===== src/rtl/dmem_ctrl_pkg.sv =====
// Shared types for the data-memory controller: access sizes, FSM states, latched request context.
package dmem_ctrl_pkg;

    localparam int unsigned REG_DATA_W  = 32;
    localparam int unsigned REG_ADDR_W  = 5;
    localparam int unsigned INST_ADDR_W = 32;
    localparam int unsigned TIMER_W     = 10;

    typedef enum logic [1:0] {
        MEM_SIZE_B = 2'b00,
        MEM_SIZE_H = 2'b01,
        MEM_SIZE_W = 2'b10,
        MEM_SIZE_X = 2'b11
    } mem_size_e;

    typedef enum logic [1:0] {
        DMEM_IDLE = 2'b00,
        DMEM_BUSY = 2'b01,
        DMEM_RESP = 2'b10
    } dmem_state_e;

    // Fields of an accepted request needed to shape the load result.
    typedef struct packed {
        logic      we;
        mem_size_e size;
        logic      sgn;
        logic [1:0] lo;
    } req_ctx_t;

endpackage


===== src/rtl/dmem_lane.sv =====
// Combinational lane logic: alignment check, byte enables, store replication, load extraction.
module dmem_lane
    import dmem_ctrl_pkg::*;
(
    input  mem_size_e              req_size,
    input  logic [1:0]             req_lo,
    input  logic [REG_DATA_W-1:0]  req_wdata,
    output logic                   aligned,
    output logic [3:0]             be,
    output logic [REG_DATA_W-1:0]  wdata_rep,
    input  mem_size_e              ld_size,
    input  logic [1:0]             ld_lo,
    input  logic                   ld_signed,
    input  logic [REG_DATA_W-1:0]  rdata,
    output logic [REG_DATA_W-1:0]  ld_rdata
);

    logic [REG_DATA_W-1:0] shifted;

    always_comb begin
        aligned   = 1'b0;
        be        = '0;
        wdata_rep = req_wdata;
        unique case (req_size)
            MEM_SIZE_B: begin
                aligned   = 1'b1;
                be        = 4'b0001 << req_lo;
                wdata_rep = {4{req_wdata[7:0]}};
            end
            MEM_SIZE_H: begin
                aligned   = ~req_lo[0];
                be        = 4'b0011 << req_lo;
                wdata_rep = {2{req_wdata[15:0]}};
            end
            MEM_SIZE_W: begin
                aligned   = (req_lo == 2'b00);
                be        = 4'b1111;
            end
            default: aligned = 1'b0;
        endcase
    end

    // Shifting the addressed lane down to bit 0 serves both byte and half loads.
    always_comb begin
        shifted  = rdata >> {ld_lo, 3'b000};
        ld_rdata = rdata;
        unique case (ld_size)
            MEM_SIZE_B: ld_rdata = ld_signed ? {{24{shifted[7]}}, shifted[7:0]}
                                             : {24'b0, shifted[7:0]};
            MEM_SIZE_H: ld_rdata = ld_signed ? {{16{shifted[15]}}, shifted[15:0]}
                                             : {16'b0, shifted[15:0]};
            default:    ld_rdata = rdata;
        endcase
    end

endmodule


===== src/rtl/dmem_ctrl.sv =====
// Data-memory access controller: IDLE/BUSY/RESP FSM, bus timeout, registered bus and response.
module dmem_ctrl
    import dmem_ctrl_pkg::*;
#(
    parameter int unsigned TIMEOUT_CYC = 255
) (
    input  logic                    clk,
    input  logic                    rst,
    input  logic                    req_valid,
    input  logic                    req_we,
    input  logic [1:0]              req_size,
    input  logic                    req_signed,
    input  logic [INST_ADDR_W-1:0]  req_addr,
    input  logic [REG_DATA_W-1:0]   req_wdata,
    input  logic [REG_ADDR_W-1:0]   req_wreg_addr,
    output logic                    stall_o,
    output logic                    resp_valid,
    output logic [REG_DATA_W-1:0]   resp_rdata,
    output logic [REG_ADDR_W-1:0]   resp_wreg_addr,
    output logic                    misalign_o,
    output logic                    bus_err_o,
    output logic                    bus_req,
    output logic                    bus_we,
    output logic [INST_ADDR_W-1:0]  bus_addr,
    output logic [REG_DATA_W-1:0]   bus_wdata,
    output logic [3:0]              bus_be,
    input  logic                    bus_ready,
    input  logic [REG_DATA_W-1:0]   bus_rdata
);

    localparam logic [TIMER_W-1:0] TMO_LAST = TIMER_W'(TIMEOUT_CYC - 1);

    dmem_state_e           state_q, state_d;
    logic [TIMER_W-1:0]    timer_q, timer_d;
    req_ctx_t              ctx_q, ctx_d;
    logic                  ld_ok_q, ld_ok_d;
    logic                  bus_req_q, bus_req_d;
    logic                  bus_we_q, bus_we_d;
    logic [INST_ADDR_W-1:0] bus_addr_q, bus_addr_d;
    logic [REG_DATA_W-1:0] bus_wdata_q, bus_wdata_d;
    logic [3:0]            bus_be_q, bus_be_d;
    logic [REG_DATA_W-1:0] resp_rdata_q, resp_rdata_d;
    logic [REG_ADDR_W-1:0] resp_wreg_q, resp_wreg_d;

    logic                  aligned;
    logic [3:0]            lane_be;
    logic [REG_DATA_W-1:0] lane_wdata;
    logic [REG_DATA_W-1:0] ld_rdata;

    dmem_lane u_lane (
        .req_size  (mem_size_e'(req_size)),
        .req_lo    (req_addr[1:0]),
        .req_wdata (req_wdata),
        .aligned   (aligned),
        .be        (lane_be),
        .wdata_rep (lane_wdata),
        .ld_size   (ctx_q.size),
        .ld_lo     (ctx_q.lo),
        .ld_signed (ctx_q.sgn),
        .rdata     (bus_rdata),
        .ld_rdata  (ld_rdata)
    );

    always_comb begin
        state_d      = state_q;
        timer_d      = timer_q;
        ctx_d        = ctx_q;
        ld_ok_d      = ld_ok_q;
        bus_req_d    = bus_req_q;
        bus_we_d     = bus_we_q;
        bus_addr_d   = bus_addr_q;
        bus_wdata_d  = bus_wdata_q;
        bus_be_d     = bus_be_q;
        resp_rdata_d = resp_rdata_q;
        resp_wreg_d  = resp_wreg_q;
        stall_o      = 1'b0;
        misalign_o   = 1'b0;
        bus_err_o    = 1'b0;

        unique case (state_q)
            DMEM_IDLE: begin
                if (req_valid) begin
                    if (aligned) begin
                        stall_o     = 1'b1;
                        ctx_d       = '{we: req_we, size: mem_size_e'(req_size),
                                        sgn: req_signed, lo: req_addr[1:0]};
                        ld_ok_d     = 1'b0;
                        timer_d     = '0;
                        bus_req_d   = 1'b1;
                        bus_we_d    = req_we;
                        bus_addr_d  = {req_addr[INST_ADDR_W-1:2], 2'b00};
                        bus_wdata_d = lane_wdata;
                        bus_be_d    = lane_be;
                        resp_wreg_d = req_wreg_addr;
                        state_d     = DMEM_BUSY;
                    end else begin
                        misalign_o  = 1'b1;
                    end
                end
            end
            DMEM_BUSY: begin
                stall_o = 1'b1;
                // A beat completing on the last allowed cycle still counts as success.
                if (bus_ready) begin
                    bus_req_d = 1'b0;
                    state_d   = DMEM_RESP;
                    if (!ctx_q.we) begin
                        resp_rdata_d = ld_rdata;
                        ld_ok_d      = 1'b1;
                    end
                end else if (timer_q == TMO_LAST) begin
                    bus_req_d = 1'b0;
                    bus_err_o = 1'b1;
                    state_d   = DMEM_RESP;
                end else begin
                    timer_d = timer_q + 1'b1;
                end
            end
            DMEM_RESP: begin
                ld_ok_d = 1'b0;
                state_d = DMEM_IDLE;
            end
            default: state_d = DMEM_IDLE;
        endcase
    end

    always_ff @(posedge clk or negedge rst) begin
        if (!rst) begin
            state_q      <= DMEM_IDLE;
            timer_q      <= '0;
            ctx_q        <= '0;
            ld_ok_q      <= 1'b0;
            bus_req_q    <= 1'b0;
            bus_we_q     <= 1'b0;
            bus_addr_q   <= '0;
            bus_wdata_q  <= '0;
            bus_be_q     <= '0;
            resp_rdata_q <= '0;
            resp_wreg_q  <= '0;
        end else begin
            state_q      <= state_d;
            timer_q      <= timer_d;
            ctx_q        <= ctx_d;
            ld_ok_q      <= ld_ok_d;
            bus_req_q    <= bus_req_d;
            bus_we_q     <= bus_we_d;
            bus_addr_q   <= bus_addr_d;
            bus_wdata_q  <= bus_wdata_d;
            bus_be_q     <= bus_be_d;
            resp_rdata_q <= resp_rdata_d;
            resp_wreg_q  <= resp_wreg_d;
        end
    end

    assign resp_valid     = (state_q == DMEM_RESP) && ld_ok_q;
    assign resp_rdata     = resp_rdata_q;
    assign resp_wreg_addr = resp_wreg_q;
    assign bus_req        = bus_req_q;
    assign bus_we         = bus_we_q;
    assign bus_addr       = bus_addr_q;
    assign bus_wdata      = bus_wdata_q;
    assign bus_be         = bus_be_q;

endmodule

===== config.mk =====
export PLATFORM = sky130hd
export DESIGN_NAME = dmem_ctrl
export DESIGN_NICKNAME = d
export VERILOG_FILES = /design/src/rtl/dmem_ctrl_pkg.sv /design/src/rtl/dmem_lane.sv /design/src/rtl/dmem_ctrl.sv
export SDC_FILE = /design/constraint.sdc
export NUM_CORES = 1
export LEC_CHECK = 0
export BUFFER_PORTS_ARGS = -buffer_cell sky130_fd_sc_hd__buf_2
export CORE_ASPECT_RATIO = 1.75
export CORE_UTILIZATION = 45
export CTS_CLUSTER_DIAMETER = 80
export DETAILED_ROUTE_END_ITERATION = 10
export HOLD_SLACK_MARGIN = 0.1
export PLACE_DENSITY = 0.74
export SYNTH_ARGS = -nofsm -noshare
export SYNTH_HDL_FRONTEND = slang
export SYNTH_SLANG_ARGS = --single-unit

===== constraint.sdc =====
create_clock -name clk -period 2.4 [get_ports clk]
set_input_delay 0.12 -clock clk [delete_from_list [all_inputs] [get_ports clk]]
set_output_delay 0.12 -clock clk [all_outputs]
set_load 0.02 [all_outputs]

==> results of run 1 <==
## area by class of cell
cell class                      count  area (um^2)
Fill cell                         902         3731
Sequential cell                   123         3078
Multi-Input combinational cell    456         2482
Timing Repair Buffer              341         2320
Clock buffer                       19        452.9
Tap cell                          168        210.2
Clock inverter                     13        188.9
Inverter                            9        36.28
## worst register-to-register path, cell delays in order, from the launching register on
cell and delay (ps):
dfrtp_1 410, inv_1 100, ha_1 170, nand4b_1 80, or4_1 640, o21ai_4 170, inv_4 90, mux2_4 300
## report_power, final
part / switching [mW] / internal, mW
Clock: 0.973 / 1.80
Sequential: 0.533 / 2.89
Combinational: 2.52 / 1.42
## placed cells by master, fill, tap and decap left out, types with 4 or more instances in the layout
| master | synthesis | final |
|---|---|---|
| dfrtp_1 | 123 | 123 |
| o21ai_0 | 42 | 42 |
| a2bb2oi_1 | 7 | 7 |
| inv_1 | 8 | 8 |
| buf_2 | 12 | 216 |
| a21oi_1 | 39 | 39 |
| o2bb2ai_1 | 8 | 8 |
| nand2b_1 | 4 | 4 |
| nand2_1 | 185 | 185 |
| clkbuf_16 | 0 | 17 |
| bufinv_16 | 0 | 4 |
| nor3_1 | 5 | 5 |
| buf_4 | 3 | 17 |
| a22oi_1 | 8 | 8 |
| mux2i_1 | 37 | 37 |
| a32o_1 | 4 | 4 |
| dlygate4sd3_1 | 0 | 105 |
| o211ai_1 | 4 | 4 |
| nor2_1 | 45 | 45 |
| o22ai_1 | 23 | 23 |
| a32oi_1 | 4 | 4 |
## state kept, by name (all words and copies together), names as in the netlist
register and flops:
bus_we 1, bus_addr 30, bus_wdata 32, bus_req 1, resp_wreg_addr 5, ld_ok_q 1
timer_q 10, bus_be 4, resp_rdata 32, ctx_q 5, state_q 2
## per-layer routing
layer  GRT usage (%)  wire (um)
met5               0          0
met4           19.28       1165
met3           6.446       1133
met2           50.76       9876
met1           30.18       7137
## worst max-delay path by stage
stage | cells past startpoint | slack (ps) | start | end
floorplan | 8 | 510 | timer_q[0] | timer_q[1]
global placement | 7 | 360 | timer_q[0] | timer_q[1]
detailed placement | 7 | 340 | timer_q[0] | timer_q[1]
CTS | 7 | 330 | timer_q[0] | timer_q[1]
global route | 7 | 230 | timer_q[0] | timer_q[1]
finish | 7 | 330 | timer_q[0] | timer_q[1]
## per-stage QoR
| step | cells | setup slack, ps | util [%] | hold slack, ps | power [mW] |
|---|---|---|---|---|---|
| 2_1_floorplan | 635 | 511.1 | - | -175.6 | 5.731 |
| 3_3_place_gp | 992 | 364.4 | 56.61 | 161.4 | 7.069 |
| 3_5_place_dp | 992 | 340.9 | 56.61 | 160.6 | 7.136 |
| 4_1_cts | 1129 | 332.8 | 70.15 | 179.2 | 10.07 |
| 5_1_grt | 1129 | 229.4 | 70.15 | 213.3 | 10.68 |
| 6_report | 1129 | 330.7 | 70.15 | 186.0 | 10.14 |
## what timing repair did
action,4_1_cts,5_1_grt
endpoints found under the hold margin,148,0
hold buffers,105,0
buffers inserted,0,0
## logic make-up after synthesis
kind of cell / Yosys count
simple gates: 264
compound gates: 149
flops: 123
buf+inv: 56
mux: 38
fa+ha+maj: 2
other cells: 1
xor+xnor: 1
==> reports/summary.txt, run 1 <==
Final TNS setup: 0 ps
VDD IR max: 0.0006265 V
Critical Path RT: 2690 ps
CTS sink cnt: 123
Routed vias/inst: 5.300
Core Rows: 54
Layout cell share with drive strength beyond 1: 28.82%
CP max stage delay: 640 ps
Largest family of logic cells by synthesized area: simple AND/OR/NAND/NOR gates
CTS HTree Levels: 4
Element type at the critical path end: flop
DPL Wire Length: 11820 um
Min-Delay Endpoint: ld_ok_q
Post-synth EDFFs: 0
Mux cell area share after synthesis: 6.632%
Top post-synthesis cells by area: dfrtp_1 (53%), nand2_1 (12%), mux2i_1 (6.4%)
Final period utilization: 86.22%
Vias: 5984
CTS Buffer Depth: 2
Antenna Cells: 0
WL final: 19310 um
Vert. Die Dim: 152.3 um
Worst-path maximum fanout: 9
Clock transition at path regs: 60 ps
Adder-cell share of the synthesized area: 0.4307%
Initial DRC Count: 281
Post-synthesis instance area: 5811 um^2
P_leak: 4.411 nW
First-pass GRT wire length: 29730 um
CP Cell Sequence: inv_1, ha_1, nand4b_1, or4_1, o21ai_4, inv_4, mux2_4
Slew of the pin with the lowest slew margin: 635.8 ps
Max-slew violations: 0
Crit start category: flop
Ys flop type: dfrtp_1
WL/cell: 17.11 um
CP Class: flop to flop
Num CTS Buffers: 17
First drt pass iteration count: 5
Final Critical Period: 2069 ps
Total Die Area: 13390 um^2
Ys async rst share: 100.0%
Average size of a mapped cell: 9.165 um^2
CTS tree: built
Max-Cap Viols: 0
CP Buf/Inv Count: 2
YS warnings: 0
Hold depth: 4
Number of synthesized register bits: 123
Worst Skew: 9.488 ps
CP max stage cell: or4_1
Unrepaired setup endpoints after global routing: false
Tot GR Track Use: 29.09%
PostCTS Resize Cnt: 0
Area Growth Syn to Fin: 50.90%
Leading area contributor after synthesis: dfrtp_1
Gate Count Post-Synth: 634
# port buffers: 217
Slew headroom: 57.53%
Crit-path leading delay family: simple AND/OR/NAND/NOR gates
Worst r2r path cells: 7
Post-synth top cells: nand2_1 (185), dfrtp_1 (123), nor2_1 (45)
Critical hold path startpoint: req_valid
GR Overflow Total: 0
XOR/XNOR Fraction of Synth Area: 0.1507%
Post-DP Area: 7076 um^2
GP Congestion: 0.8707
Initial antenna violation count: 0
Netlist cell types: 51
Top-level port count: 220
Vias in the first global route: 6171
Pin count of the biggest net entering global routing: 99
Synth top area share: 52.97%
Final hold vios: 0
FF-to-FF Start: timer_q[0]
Root buffer cell: clkbuf_16
Status: finished clean
Compound-Gate Fraction of Synth Area: 16.56%
Hold Path Class: primary input to flop
Simple-gate share of the synthesized area: 18.82%
Power Density: 1156 nW/um^2
Layout Nets: 1059
Final setup violation count: 0
Drt drc: 0
Remaining antenna violation count after routing: 0
Data arrival, critical path: 2360 ps
Starting Density: 46.49%
R2r setup slk: 330 ps
Clock latency on the worst-skew pair: 420 ps
Core area: 12500 um^2
Worst R2R End: timer_q[1]
Die X: 87.90 um
Post-synthesis sequential area ratio: 52.97%
Finished Cell Area: 8768 um^2
Fmax: 483.2 MHz
Most frequent cell after synthesis: nand2_1
(Power assumes the default switching activity.)
==> run 2, diff against run 1 <==
--- a/config.mk
+++ b/config.mk
@@ -6,4 +6,5 @@
 export NUM_CORES = 1
 export LEC_CHECK = 0
+export ABC_AREA = 1
 export BUFFER_PORTS_ARGS = -buffer_cell sky130_fd_sc_hd__buf_2
 export CORE_ASPECT_RATIO = 1.75
@@ -12,5 +13,6 @@
 export DETAILED_ROUTE_END_ITERATION = 10
 export HOLD_SLACK_MARGIN = 0.1
-export PLACE_DENSITY = 0.74
+export PLACE_DENSITY = 0.73
+export RECOVER_POWER = 100
 export SYNTH_ARGS = -nofsm -noshare
 export SYNTH_HDL_FRONTEND = slang
==> constraint.sdc (replaced) <==
create_clock -name clk -period 2.4 [get_ports clk]
set_input_delay 0.48 -clock clk [delete_from_list [all_inputs] [get_ports clk]]
set_output_delay 0.48 -clock clk [all_outputs]
set_load 0.02 [all_outputs]
==> reports/summary.txt, run 2 <==
CTS HTree Levels: 4
Power Density: 1227 nW/um^2
WL/cell: 14.91 um
GP Congestion: 0.8734
Crit start category: flop
Most frequent cell after synthesis: nand2_1
P_leak: 4.023 nW
Ys flop type: dfrtp_1
Fmax: 456.4 MHz
Ys async rst share: 100.0%
Top post-synthesis cells by area: dfrtp_1 (50%), nand2_1 (18%), a21oi_1 (5.0%)
Synth top area share: 49.96%
Average size of a mapped cell: 7.711 um^2
Post-synthesis sequential area ratio: 49.96%
# hold bufs at CTS: 1
CTS tree: built
Most frequent cells in the layout: nand2_1 (297), dfrtp_1 (123), clkbuf_1 (111), buf_2 (107), o21ai_0 (73)
CTS sink cnt: 123
Element type at the critical path end: output pin
Vias in the first global route: 5597
Status: finished clean
Starting Density: 46.04%
Initial DRC Count: 347
Post-DP Area: 7305 um^2
Layout cell share with drive strength beyond 1: 16.63%
PostCTS Resize Cnt: 0
VDD IR max: 0.0005975 V
Vias: 5962
Post-CTS Setup Inserts: 0
First-pass GRT wire length: 27800 um
Final TNS setup: 0 ps
Pin count of the biggest net entering global routing: 59
Simple-gate share of the synthesized area: 27.68%
Clock latency on the worst-skew pair: 410 ps
Max-slew violations: 0
Layout Nets: 1120
Largest family of logic cells by synthesized area: simple AND/OR/NAND/NOR gates
Mux cell area share after synthesis: 0%
PnR Total Power: 9.483 mW
Leading area contributor after synthesis: dfrtp_1
Slew of the pin with the lowest slew margin: 1184 ps
Data arrival, critical path: 1710 ps
Remaining antenna violation count after routing: 0
Slew headroom: 21.05%
Core area: 13380 um^2
Total Die Area: 14180 um^2
Top-level port count: 220
Netlist cell types: 35
Adder-cell share of the synthesized area: 0.4062%
Post-synthesis instance area: 6161 um^2
Clock transition at path regs: 60 ps
Number of synthesized register bits: 123
Area Growth Syn to Fin: 25.47%
Core Rows: 56
Critical Path RT: 1920 ps
CTS Buffer Depth: 2
CP Class: flop to output pin
Unrepaired setup endpoints after global routing: false
Worst Skew: 9.323 ps
Max-Cap Viols: 0
Final period utilization: 91.29%
Final hold vios: 0
Routed vias/inst: 4.981
Finished Cell Area: 7730 um^2
Post-synth top cells: nand2_1 (295), dfrtp_1 (123), inv_1 (70)
First drt pass iteration count: 5
Final setup violation count: 0
Post-synth EDFFs: 0
DPL Wire Length: 13070 um
Final Critical Period: 2191 ps
Most common cell after layout, fill and taps aside: nand2_1
Root buffer cell: clkbuf_16
# port buffers: 217
Initial antenna violation count: 1
Drt drc: 0
GR Overflow Total: 0
Num CTS Buffers: 17
Hold Path Class: primary input to flop
Vert. Die Dim: 156.8 um
XOR/XNOR Fraction of Synth Area: 0.4265%
Die X: 90.45 um
WL final: 17840 um
Compound-Gate Fraction of Synth Area: 12.29%
Gate Count Post-Synth: 799
Tot GR Track Use: 25.36%
YS warnings: 0
Worst-path maximum fanout: 9
Hold depth: 3
Worst r2r path cells: 9
[run 2: area by class of cell]
cell class | count | area [um^2]
fillers | 1351 | 5653
flip-flops and latches | 123 | 3078
multi-input cells | 563 | 2512
repair buffers | 229 | 1047
clock buffers | 19 | 442.9
inverters | 75 | 286.5
well taps | 174 | 217.7
clock inverters | 13 | 142.6
diodes | 1 | 2.502
[run 2: critical path: stages (launching register included)]
cell and delay (ps):
dfrtp_1 410, or2_0 250, nor2_1 180, nand2_4 130
nand2_1 90, clkbuf_1 240
[run 2: stage by stage]
step	worst slack (ps)	instances	hold slack (ps)	util, %
4_1_cts	260.4	1196	246.0	59.03
3_3_place_gp	478.4	1163	389.2	54.58
5_1_grt	73.83	1197	257.9	57.76
2_1_floorplan	574.3	800	184.4	-
6_report	209.0	1197	263.6	57.76
3_5_place_dp	394.2	1163	391.7	54.58
[run 2: worst paths after layout]
check	startpoint	slack (ps)	endpoint
hold / removal	req_addr[19]	260	bus_addr[19]
hold reg to reg	bus_addr[20]	470	bus_addr[20]
setup reg to reg	state_q[1]	300	resp_rdata[17]
max in group asynchronous	rst	420	resp_rdata[23]
setup / recovery	state_q[0]	210	stall_o
min in group asynchronous	rst	830	bus_wdata[31]
[run 2: cells by family after synthesis]
group,after synthesis
and+or+nand+nor,410
AOI/OAI and AO/OA,146
DFF,123
buffers and inverters,114
xor gates and xnor gates,3
adders and majority gates,2
other,1
[run 2: routing by layer]
| layer | vias to the layer above | global-route usage, % | share of wire [%] |
|---|---|---|---|
| met5 | - | 0 | 0 |
| met4 | 0 | 10.83 | 3.3 |
| met3 | 35 | 5.442 | 6.2 |
| met2 | 241 | 46.35 | 52 |
| met1 | 2740 | 28.23 | 38 |
| li1 | 2946 | - | - |
[run 2: where the power goes]
part / switching, mW / internal (mW) / total, mW
combinational: 2.53 / 1.03 / 3.56
clock: 0.973 / 1.56 / 2.53
sequential: 0.494 / 2.89 / 3.39
==> run 3, diff against run 2 <==
- SYNTH_HIERARCHICAL: unset -> 1
==> reports/summary.txt, run 3 <==
Status: finished clean
Top post-synthesis cells by area: dfrtp_1 (49%), nand2_1 (28%), nand3_1 (5.9%)
Worst r2r path cells: 8
Final setup violation count: 0
Layout filler cell count: 1383
GR Overflow Total: 0
CTS Buffer Depth: 2
Antenna Cells: 0
First-pass GRT wire length: 27770 um
R2r setup slk: 370 ps
Most frequent cells in the layout: nand2_1 (464), dfrtp_1 (123), clkbuf_1 (111), buf_2 (106), nand3_1 (74)
Clock transition at path regs: 60 ps
Tot GR Track Use: 24.60%
DPL Wire Length: 12570 um
Post-synth EDFFs: 0
CP Cell Sequence: inv_1, nor2_1, nand4_1, nor2_1, clkbuf_1
CP max stage cell: dfrtp_1
Post-synthesis sequential area ratio: 48.93%
WL final: 17210 um
Starting Density: 46.52%
Average size of a mapped cell: 7.315 um^2
Number of synthesized register bits: 123
Num CTS Buffers: 17
CTS HTree Levels: 4
Layout Nets: 1170
CP max stage delay: 400 ps
CTS tree: built
Initial antenna violation count: 0
Post-synthesis instance area: 6291 um^2
Synth top area share: 48.93%
Vias: 6146
Final hold vios: 0
Gate Count Post-Synth: 860
Most common cell after layout, fill and taps aside: nand2_1
Post-DP Area: 7398 um^2
CTS sink cnt: 123
# port buffers: 217
Die X: 91.38 um
Power Density: 1332 nW/um^2
Critical Path RT: 1920 ps
Fmax: 454.5 MHz
Vert. Die Dim: 158.4 um
Final period utilization: 91.67%
Layout cell share with drive strength beyond 1: 15.30%
Most frequent CP cell: nor2_1
Netlist cell types: 34
Post-synth top cells: nand2_1 (463), dfrtp_1 (123), nand3_1 (74)
Worst-path maximum fanout: 4
Crit-path leading delay family: simple AND/OR/NAND/NOR gates
CP Class: flop to output pin
Worst Skew: 9.005 ps
Slew of the pin with the lowest slew margin: 908.7 ps
Hold Path Class: primary input to flop
Remaining antenna violation count after routing: 0
Vias in the first global route: 5781
Clock latency on the worst-skew pair: 410 ps
Max-Cap Viols: 0
Data arrival, critical path: 1720 ps
WL/cell: 13.81 um
CP Buf/Inv Count: 2
Most frequent cell after synthesis: nand2_1
Area Growth Syn to Fin: 23.87%
Top-level port count: 220
Core area: 13520 um^2
Ys flop type: dfrtp_1
Max-slew violations: 0
P_leak: 4.277 nW
Final TNS setup: 0 ps
Initial DRC Count: 262
Critical hold path startpoint: req_addr[11]
First drt pass iteration count: 4
Finished Cell Area: 7792 um^2
Total Die Area: 14480 um^2
Worst R2R End: resp_rdata[27]
VDD IR max: 0.0008465 V
Root buffer cell: clkbuf_16
FF-to-FF Start: ctx_q[0]
Slew headroom: 39.42%
Core Rows: 56
Min-Delay Endpoint: bus_addr[11]
YS warnings: 6
Hold depth: 3
Leading area contributor after synthesis: dfrtp_1
Unrepaired setup endpoints after global routing: false
GP Congestion: 0.8757
Routed vias/inst: 4.933
Ys async rst share: 100.0%
Pin count of the biggest net entering global routing: 79
Element type at the critical path end: output pin
Drt drc: 0
Final core occ: 57.62%
Crit start category: flop
Final Critical Period: 2200 ps
run 3: cell count changes in the layout (fill, tap and decap cells not counted), sizes merged, moves of 2 or more:
| cell | delta |
|---|---|
| o31ai | +2 |
| nand2 | +167 |
| o21ai | -33 |
| clkinv | +3 |
| o211ai | +6 |
| or2 | -17 |
| a21boi | -7 |
| nand3 | +26 |
| inv | -35 |
| a21oi | -58 |
run 3: cells by family (layout without fill, tap and decap cells):
group,Yosys count,count (layout),share of synthesized area [%]
XOR/XNOR,2,2,0.2785
AND/OR/NAND/NOR,584,584,37.71
flip-flops,123,123,48.93
other,1,2,0.05961
adder cells (fa/ha/maj),2,2,0.3977
AO/OA/AOI/OAI,57,57,4.972
buffers and inverters,91,302,7.657
run 3: report_power, final:
part | internal (mW) | leakage, nW | switching (mW)
combinational | 1.21 | 2.44 | 3.19
clock | 1.44 | 0.267 | 0.992
sequential | 2.97 | 1.57 | 0.574
total | 5.63 | 4.28 | 4.75
run 3: metrics by stage:
stage	setup WS, ps	hold WS (ps)	power (mW)	std cells
2_1_floorplan	74.49	184.4	6.715	861
3_3_place_gp	240.4	449.0	8.154	1213
3_5_place_dp	183.3	452.9	8.246	1213
4_1_cts	208.1	255.9	10.72	1246
5_1_grt	61.57	257.4	11.15	1246
6_report	200.0	268.5	10.38	1246
run 3: final cells by class:
cell class	instances	area, um^2	area share (%)
clock buffers	17	425.4	5.459
clock inverters	15	140.1	1.798
inverters	39	153.9	1.975
multi-input cells	647	2720	34.91
flip-flops and latches	123	3078	39.50
well taps	174	217.7	2.794
repair buffers	231	1057	13.57
run 3: how the worst max path moves through the flow:
stage / start / endpoint / slack (ps) / depth (start not counted)
floorplan: req_size[1] / stall_o / 70 / 9
global placement: req_addr[0] / stall_o / 240 / 8
detailed placement: req_addr[0] / bus_wdata[26] / 180 / 9
CTS: req_addr[0] / stall_o / 210 / 8
global route: timer_q[0] / bus_err_o / 60 / 7
finish: state_q[0] / bus_err_o / 200 / 5
run 3: per-layer routing:
layer	GRT usage, %	up-vias	wire [um]
li1	-	3066	-
met1	26.34	2809	6419
met2	44.97	218	9089
met3	4.728	53	912
met4	13.98	0	784
met5	0	-	0
run 3: repair_timing:
action,4_1_cts,5_1_grt
hold buffers,1,0
resized for setup,0,0
hold endpoints to repair,30,0
setup buffers,0,0
run 3: worst reg2reg max path: stages, from the launching register on:
cell	delay, ps
dfrtp_1	450
clkbuf_2	360
nand2_1	170
nand3_1	90
nand2_1	110
nand3_2	390
nand3_1	210
nand3_1	100
nand2_1	100
